**src/rtl/alu_pkg.sv**
```systemverilog
// Shared op codes and control states for the sequential MIPS ALU.
package alu_pkg;
  localparam logic [2:0] OP_AND = 3'b000;
  localparam logic [2:0] OP_OR  = 3'b001;
  localparam logic [2:0] OP_ADD = 3'b010;
  localparam logic [2:0] OP_MUL = 3'b011;
  localparam logic [2:0] OP_XOR = 3'b100;
  localparam logic [2:0] OP_NOR = 3'b101;
  localparam logic [2:0] OP_SUB = 3'b110;
  localparam logic [2:0] OP_SLT = 3'b111;

  typedef enum logic {IDLE, MUL_BUSY} state_t;
endpackage

```
**src/rtl/alu_comb.sv**
```systemverilog
// Single-cycle ALU datapath: logic ops plus a shared adder/subtractor driving the flags.
module alu_comb
  import alu_pkg::*;
#(
  parameter int WIDTH = 32
) (
  input  logic [2:0]       alu_op,
  input  logic [WIDTH-1:0] a,
  input  logic [WIDTH-1:0] b,
  output logic [WIDTH-1:0] result,
  output logic             carry_out,
  output logic             overflow,
  output logic             set
);
  logic [WIDTH-1:0] w_bx;
  logic [WIDTH-1:0] w_sum;
  logic             w_cout;
  logic             w_cmsb;
  logic             w_ovf;
  logic             w_set;

  // Bit 2 of the op selects subtraction: invert b and inject carry-in.
  assign w_bx            = b ^ {WIDTH{alu_op[2]}};
  assign {w_cout, w_sum} = {1'b0, a} + {1'b0, w_bx} + {{WIDTH{1'b0}}, alu_op[2]};
  assign w_cmsb          = a[WIDTH-1] ^ w_bx[WIDTH-1] ^ w_sum[WIDTH-1];
  assign w_ovf           = w_cmsb ^ w_cout;
  assign w_set           = w_ovf ^ w_sum[WIDTH-1];

  always_comb begin
    result    = '0;
    carry_out = 1'b0;
    overflow  = 1'b0;
    set       = 1'b0;
    case (alu_op)
      OP_AND: result = a & b;
      OP_OR:  result = a | b;
      OP_XOR: result = a ^ b;
      OP_NOR: result = ~(a | b);
      OP_ADD, OP_SUB: begin
        result    = w_sum;
        carry_out = w_cout;
        overflow  = w_ovf;
        set       = w_set;
      end
      OP_SLT: begin
        result    = {{(WIDTH-1){1'b0}}, w_set};
        carry_out = w_cout;
        overflow  = w_ovf;
        set       = w_set;
      end
      default: result = '0;
    endcase
  end
endmodule

```
**src/rtl/seq_alu.sv**
```systemverilog
// EX-stage ALU with registered outputs, valid/ready handshake and a WIDTH-cycle shift-add multiplier.
module seq_alu
  import alu_pkg::*;
#(
  parameter int WIDTH = 32,
  parameter int CNT_W = $clog2(WIDTH + 1)
) (
  input  logic             clk,
  input  logic             rst,
  input  logic             in_valid,
  output logic             in_ready,
  input  logic [2:0]       alu_op,
  input  logic [WIDTH-1:0] a,
  input  logic [WIDTH-1:0] b,
  output logic             out_valid,
  input  logic             out_ready,
  output logic [WIDTH-1:0] result,
  output logic [WIDTH-1:0] result_hi,
  output logic             zero,
  output logic             carry_out,
  output logic             overflow,
  output logic             set
);
  state_t           r_state;
  logic [CNT_W-1:0] r_cnt;
  logic [WIDTH-1:0] r_mcand;
  logic [WIDTH-1:0] r_mplier;
  logic [WIDTH-1:0] r_acc;
  logic             r_out_valid;
  logic [WIDTH-1:0] r_result;
  logic [WIDTH-1:0] r_result_hi;
  logic             r_zero;
  logic             r_carry;
  logic             r_ovf;
  logic             r_set;

  logic [WIDTH-1:0] w_res;
  logic             w_carry;
  logic             w_ovf;
  logic             w_set;
  logic             w_accept;
  logic [WIDTH:0]   w_madd;

  alu_comb #(.WIDTH(WIDTH)) u_comb (
    .alu_op   (alu_op),
    .a        (a),
    .b        (b),
    .result   (w_res),
    .carry_out(w_carry),
    .overflow (w_ovf),
    .set      (w_set)
  );

  assign in_ready = (r_state == IDLE) && (!r_out_valid || out_ready);
  assign w_accept = in_valid && in_ready;

  // Partial-product add; its LSB shifts into the multiplier register as the product's low half.
  assign w_madd = {1'b0, r_acc} + (r_mplier[0] ? {1'b0, r_mcand} : {(WIDTH+1){1'b0}});

  always_ff @(posedge clk or posedge rst) begin
    if (rst) begin
      r_state     <= IDLE;
      r_cnt       <= '0;
      r_mcand     <= '0;
      r_mplier    <= '0;
      r_acc       <= '0;
      r_out_valid <= 1'b0;
      r_result    <= '0;
      r_result_hi <= '0;
      r_zero      <= 1'b0;
      r_carry     <= 1'b0;
      r_ovf       <= 1'b0;
      r_set       <= 1'b0;
    end else begin
      case (r_state)
        IDLE: begin
          if (w_accept) begin
            if (alu_op == OP_MUL) begin
              r_mcand     <= a;
              r_mplier    <= b;
              r_acc       <= '0;
              r_cnt       <= '0;
              r_out_valid <= 1'b0;
              r_state     <= MUL_BUSY;
            end else begin
              r_result    <= w_res;
              r_result_hi <= '0;
              r_zero      <= ~|w_res;
              r_carry     <= w_carry;
              r_ovf       <= w_ovf;
              r_set       <= w_set;
              r_out_valid <= 1'b1;
            end
          end else if (r_out_valid && out_ready) begin
            r_out_valid <= 1'b0;
          end
        end
        MUL_BUSY: begin
          r_acc    <= w_madd[WIDTH:1];
          r_mplier <= {w_madd[0], r_mplier[WIDTH-1:1]};
          r_cnt    <= r_cnt + CNT_W'(1);
          if (r_cnt == CNT_W'(WIDTH - 1)) begin
            r_result_hi <= w_madd[WIDTH:1];
            r_result    <= {w_madd[0], r_mplier[WIDTH-1:1]};
            r_zero      <= ~|{w_madd, r_mplier[WIDTH-1:1]};
            r_carry     <= 1'b0;
            r_ovf       <= 1'b0;
            r_set       <= 1'b0;
            r_out_valid <= 1'b1;
            r_state     <= IDLE;
          end
        end
        default: r_state <= IDLE;
      endcase
    end
  end

  assign out_valid = r_out_valid;
  assign result    = r_result;
  assign result_hi = r_result_hi;
  assign zero      = r_zero;
  assign carry_out = r_carry;
  assign overflow  = r_ovf;
  assign set       = r_set;
endmodule

```
**config.mk**
```make
export PLATFORM = sky130hd
export DESIGN_NAME = seq_alu
export DESIGN_NICKNAME = d
export VERILOG_FILES = /design/src/rtl/alu_pkg.sv /design/src/rtl/alu_comb.sv /design/src/rtl/seq_alu.sv
export SDC_FILE = /design/constraint.sdc
export NUM_CORES = 1
export LEC_CHECK = 0
export CORE_MARGIN = 2
export CORE_UTILIZATION = 54
export CTS_BUF_LIST = sky130_fd_sc_hd__clkbuf_4
export DETAILED_ROUTE_END_ITERATION = 6
export PLACE_DENSITY = 0.77
export SYNTH_ARGS = -nofsm -noshare
export SYNTH_HDL_FRONTEND = slang
export SYNTH_SLANG_ARGS = --single-unit
```
**constraint.sdc**
```tcl
create_clock -name clk -period 5.24 [get_ports clk]
set_input_delay 0.786 -clock clk [delete_from_list [all_inputs] [get_ports clk]]
set_output_delay 0.786 -clock clk [all_outputs]
set_load 0.02 [all_outputs]
```
==> results.sh <==
export IMPL_io_pins=141
export IMPL_path_class="reg2reg"
export IMPL_synth_ff_type="dfrtp_1"
export IMPL_worstPathRequired_ns=5.77
export IMPL_grt_max_degree=78
export IMPL_cts_tree="built"
export IMPL_synth_seq_area_share_pct=31.6
export IMPL_grt_use_met3_pct=4.61
export IMPL_hold_ws_ns=0.490
export IMPL_finalCritPeriodShare_pct=87.0
export IMPL_tightestPinTransition_ns=0.935
export IMPL_busiest_layer="met2"
export IMPL_final_nets=1959
export IMPL_finalSetupViolCount=0
export IMPL_coreArea_um2=25000
export IMPL_final_util_pct=62.5
export IMPL_antenna_found_initial=2
export IMPL_dpl_cell_count=2069
export IMPL_crit_path_start_kind="register"
export IMPL_synth_seq_cells=172
export IMPL_cts_clk_slew_worst_paths_ns=0.17
export IMPL_cp_num_buf_inv=0
export IMPL_htreeDepth=4
export IMPL_routed_wl_mm=40.0
export IMPL_cts_buffers=17
export IMPL_relSlewSlack_pct=37.1
export IMPL_fmax_ghz=0.219
export IMPL_clock_sinks=172
export IMPL_routed_via_count=12400
export IMPL_wire_per_inst_um=19.0
export IMPL_ir_drop_uv=254
export IMPL_grt_pass1_wl_mm=63.0
export IMPL_cap_violations=0
export IMPL_std_cell_rows=58
export IMPL_synth_area_um2=13600
export IMPL_path_max_fanout=9
export IMPL_die_h_um=163
export IMPL_post_cts_buffers=0
export IMPL_dp_hpwl_mm=30.9
export IMPL_detail_route_iter0_violations=1062
export IMPL_cp_data_arrival_time_ns=5.09
export IMPL_ys_types=81
export IMPL_timing_hold_violations_final=0
export IMPL_syn_inst=1664
export IMPL_status="complete, no violations"
export IMPL_min_period_ns=4.56
export IMPL_pwr_density_cell_nw_per_um2=421
export IMPL_cp_cell_sequence="and2_1, ha_1, fa_1, nor4_1, nand4_1, nor4_1, nand2_1, a2111oi_2, nor3b_2, and4b_1, nand4_1, or4_1, or4_1, o211ai_2"
export IMPL_hp_start="result_hi[0]$_DFFE_PP0P_"
export IMPL_ys_warn_count=0
export IMPL_dieArea_um2=26500
export IMPL_drc=0
export IMPL_clock_latency_ns=0.60
export IMPL_place_gp_congestion=0.953
export IMPL_syn_avg_cell_area_um2=8.18
export IMPL_cp_startpoint="r_mplier[0]$_DFFE_PP0P_"
export IMPL_detail_route_antenna_nets=0
export IMPL_synth_edf_count=0
export IMPL_grt_overflow=0
export IMPL_grtUsageMet1_pct=42.7
export IMPL_slew_violations=0
export IMPL_grt_util_all_layers_pct=30.5
export IMPL_pre_cts_slack_ns=0.234
export IMPL_first_pass_iters=6
export IMPL_ys_async_sr_fraction_pct=100
export IMPL_via_per_inst=5.91
export IMPL_syn_to_final_growth_pct=14.6
export IMPL_rsz0062_at_grt="no"
export IMPL_regArea_um2=4310
export IMPL_cp_slowest_stage_delay_ns=0.54
export IMPL_cts_root_buf="clkbuf_4"
export IMPL_cp_slowest_cell="fa_1"
export IMPL_crit_family="simple AND/OR/NAND/NOR gates"
export IMPL_cts_resized=0
export IMPL_hold_buffers=0
export IMPL_multi_input_area_um2=8580
export IMPL_timing_rr_start="r_mplier[0]$_DFFE_PP0P_"
export IMPL_synth_fp_nets=1865
export IMPL_critPathCaptureType="register"
export IMPL_fin_ws_ns=0.682
export IMPL_stdcell_count=2102
export IMPL_port_buffers=140
export IMPL_clk_path_buf_depth=2
export IMPL_initial_core_util_pct=54.5
export IMPL_grt_util_met2_pct=48.7
export IMPL_fin_skew_ns=0.0355
export IMPL_drive_gt1_share_pct=5.08
export IMPL_grt_pass1_vias=11700
export IMPL_power_leakage_nw=7.55
export IMPL_fp_dieW_um=163
export IMPL_holdCritPathClass="reg2reg"
export IMPL_num_fill_cells=2208
## synthesized netlist by cell type, types with 3 or more instances
library cell	count	area share, %
a21oi_1	81	3.0
nand4_1	18	0.83
a22oi_1	31	1.7
o221ai_1	8	0.52
o211ai_1	11	0.61
a22o_1	12	0.77
nor3_1	15	0.55
nand2b_1	11	0.51
xor2_1	47	3.0
o22ai_1	12	0.55
and2_1	39	1.8
or4_1	3	0.17
ha_1	128	12
clkbuf_1	68	1.9
o21bai_1	8	0.44
or3_1	9	0.41
nor4b_1	4	0.26
mux2i_1	61	4.5
mux2_2	4	0.33
and3_1	9	0.41
inv_1	103	2.8
xnor2_1	31	2.0
o31a_1	3	0.19
nor4_1	16	0.74
o21a_1	8	0.44
buf_2	11	0.40
nor2b_1	24	1.1
o21ai_0	155	5.7
a211oi_1	21	1.2
or2_2	5	0.23
nand3b_1	4	0.22
nor2_1	71	2.0
nand3_1	29	1.1
a21o_1	29	1.6
a311o_1	3	0.22
o31ai_1	9	0.50
a31oi_1	14	0.64
nand2_1	312	8.6
dfrtp_1	172	32
buf_1	10	0.28
o2111ai_1	3	0.19
## area by class of cell
cell class | instances | share of cell area [%]
Multi-Input combinational cell | 1299 | 55.0
Sequential cell | 172 | 27.6
Timing Repair Buffer | 165 | 10.4
Tap cell | 330 | 2.65
Inverter | 103 | 2.50
Clock inverter | 14 | 0.955
Clock buffer | 18 | 0.866
Antenna cell | 1 | 0.0160
## metal layers
layer / share of wire [%] / wire, µm
met3: 6.9 / 2780
met1: 45 / 18200
met4: 2.6 / 1030
met5: 0 / 0
met2: 45 / 18000
## placed cells by master, fill, tap and decap left out, drive strengths merged, types with 9 or more instances in the layout
cell type,Yosys,final
and2,39,39
a21o,29,29
clkbuf,68,18
a22o,12,12
o31ai,9,9
nand2b,11,11
a211oi,22,22
o21ai,158,158
o211ai,12,12
nor2,71,71
mux2i,61,61
a31oi,15,15
nor2b,24,24
nor3,15,15
nand4,19,19
ha,128,128
xnor2,31,31
clkdlybuf4s50,0,138
inv,103,108
o22ai,12,12
nor4,16,16
a22oi,31,31
dfrtp,172,172
or3,9,9
and3,10,10
xor2,47,47
nand2,312,312
nand3,29,29
buf,22,27
a21oi,82,82
## worst min-delay path, cell delays in order, from the launching register on
cell and delay [ns]:
dfrtp_1 0.38, nand2_1 0.05, nand2_1 0.05
## per-stage QoR
step	cell area, µm²	setup TNS (ns)	total power [mW]
2_1_floorplan	13600	-0.0924	4.46
3_3_place_gp	15300	0	5.69
3_5_place_dp	15300	0	5.77
4_1_cts	15600	0	6.57
5_1_grt	15600	0	7.02
6_report	15600	0	6.56
## where the power goes
group          switching (mW)  leakage (nW)  total (mW)  internal, mW
clock network           0.571         0.146       0.793         0.221
logic                    2.12          5.14        3.54          1.42
registers               0.404          2.26        2.23          1.82
total                    3.10          7.55        6.56          3.46
## registers in the layout (all words and copies together) (netlist names)
register,count
set,1
result_hi,32
r_acc,32
overflow,1
r_state,1
r_mplier,32
r_mcand,32
out_valid,1
result,32
carry_out,1
r_cnt,6
zero,1
## path summary, 6_finish.rpt
check / to / slack (ns) / cells after the start
max: zero$_DFFE_PP0P_ / 0.68 / 14
min: result_hi[0]$_DFFE_PP0P_ / 0.49 / 2
max reg2reg: zero$_DFFE_PP0P_ / 0.68 / 14
min reg2reg: result_hi[0]$_DFFE_PP0P_ / 0.49 / 2
max in group asynchronous: r_state$_DFF_PP0_ / 3.68 / 3
min in group asynchronous: r_acc[5]$_DFFE_PP0P_ / 0.68 / 2
## logic make-up after synthesis
| kind of cell | synth area share, % |
|---|---|
| AO/OA/AOI/OAI | 21.0 |
| XOR/XNOR | 5.02 |
| adder cells (fa/ha/maj) | 12.1 |
| buffers and inverters | 5.45 |
| flip-flops | 31.6 |
| multiplexers | 4.82 |
| AND/OR/NAND/NOR | 20.0 |
Power figures use the tool's default switching activity.
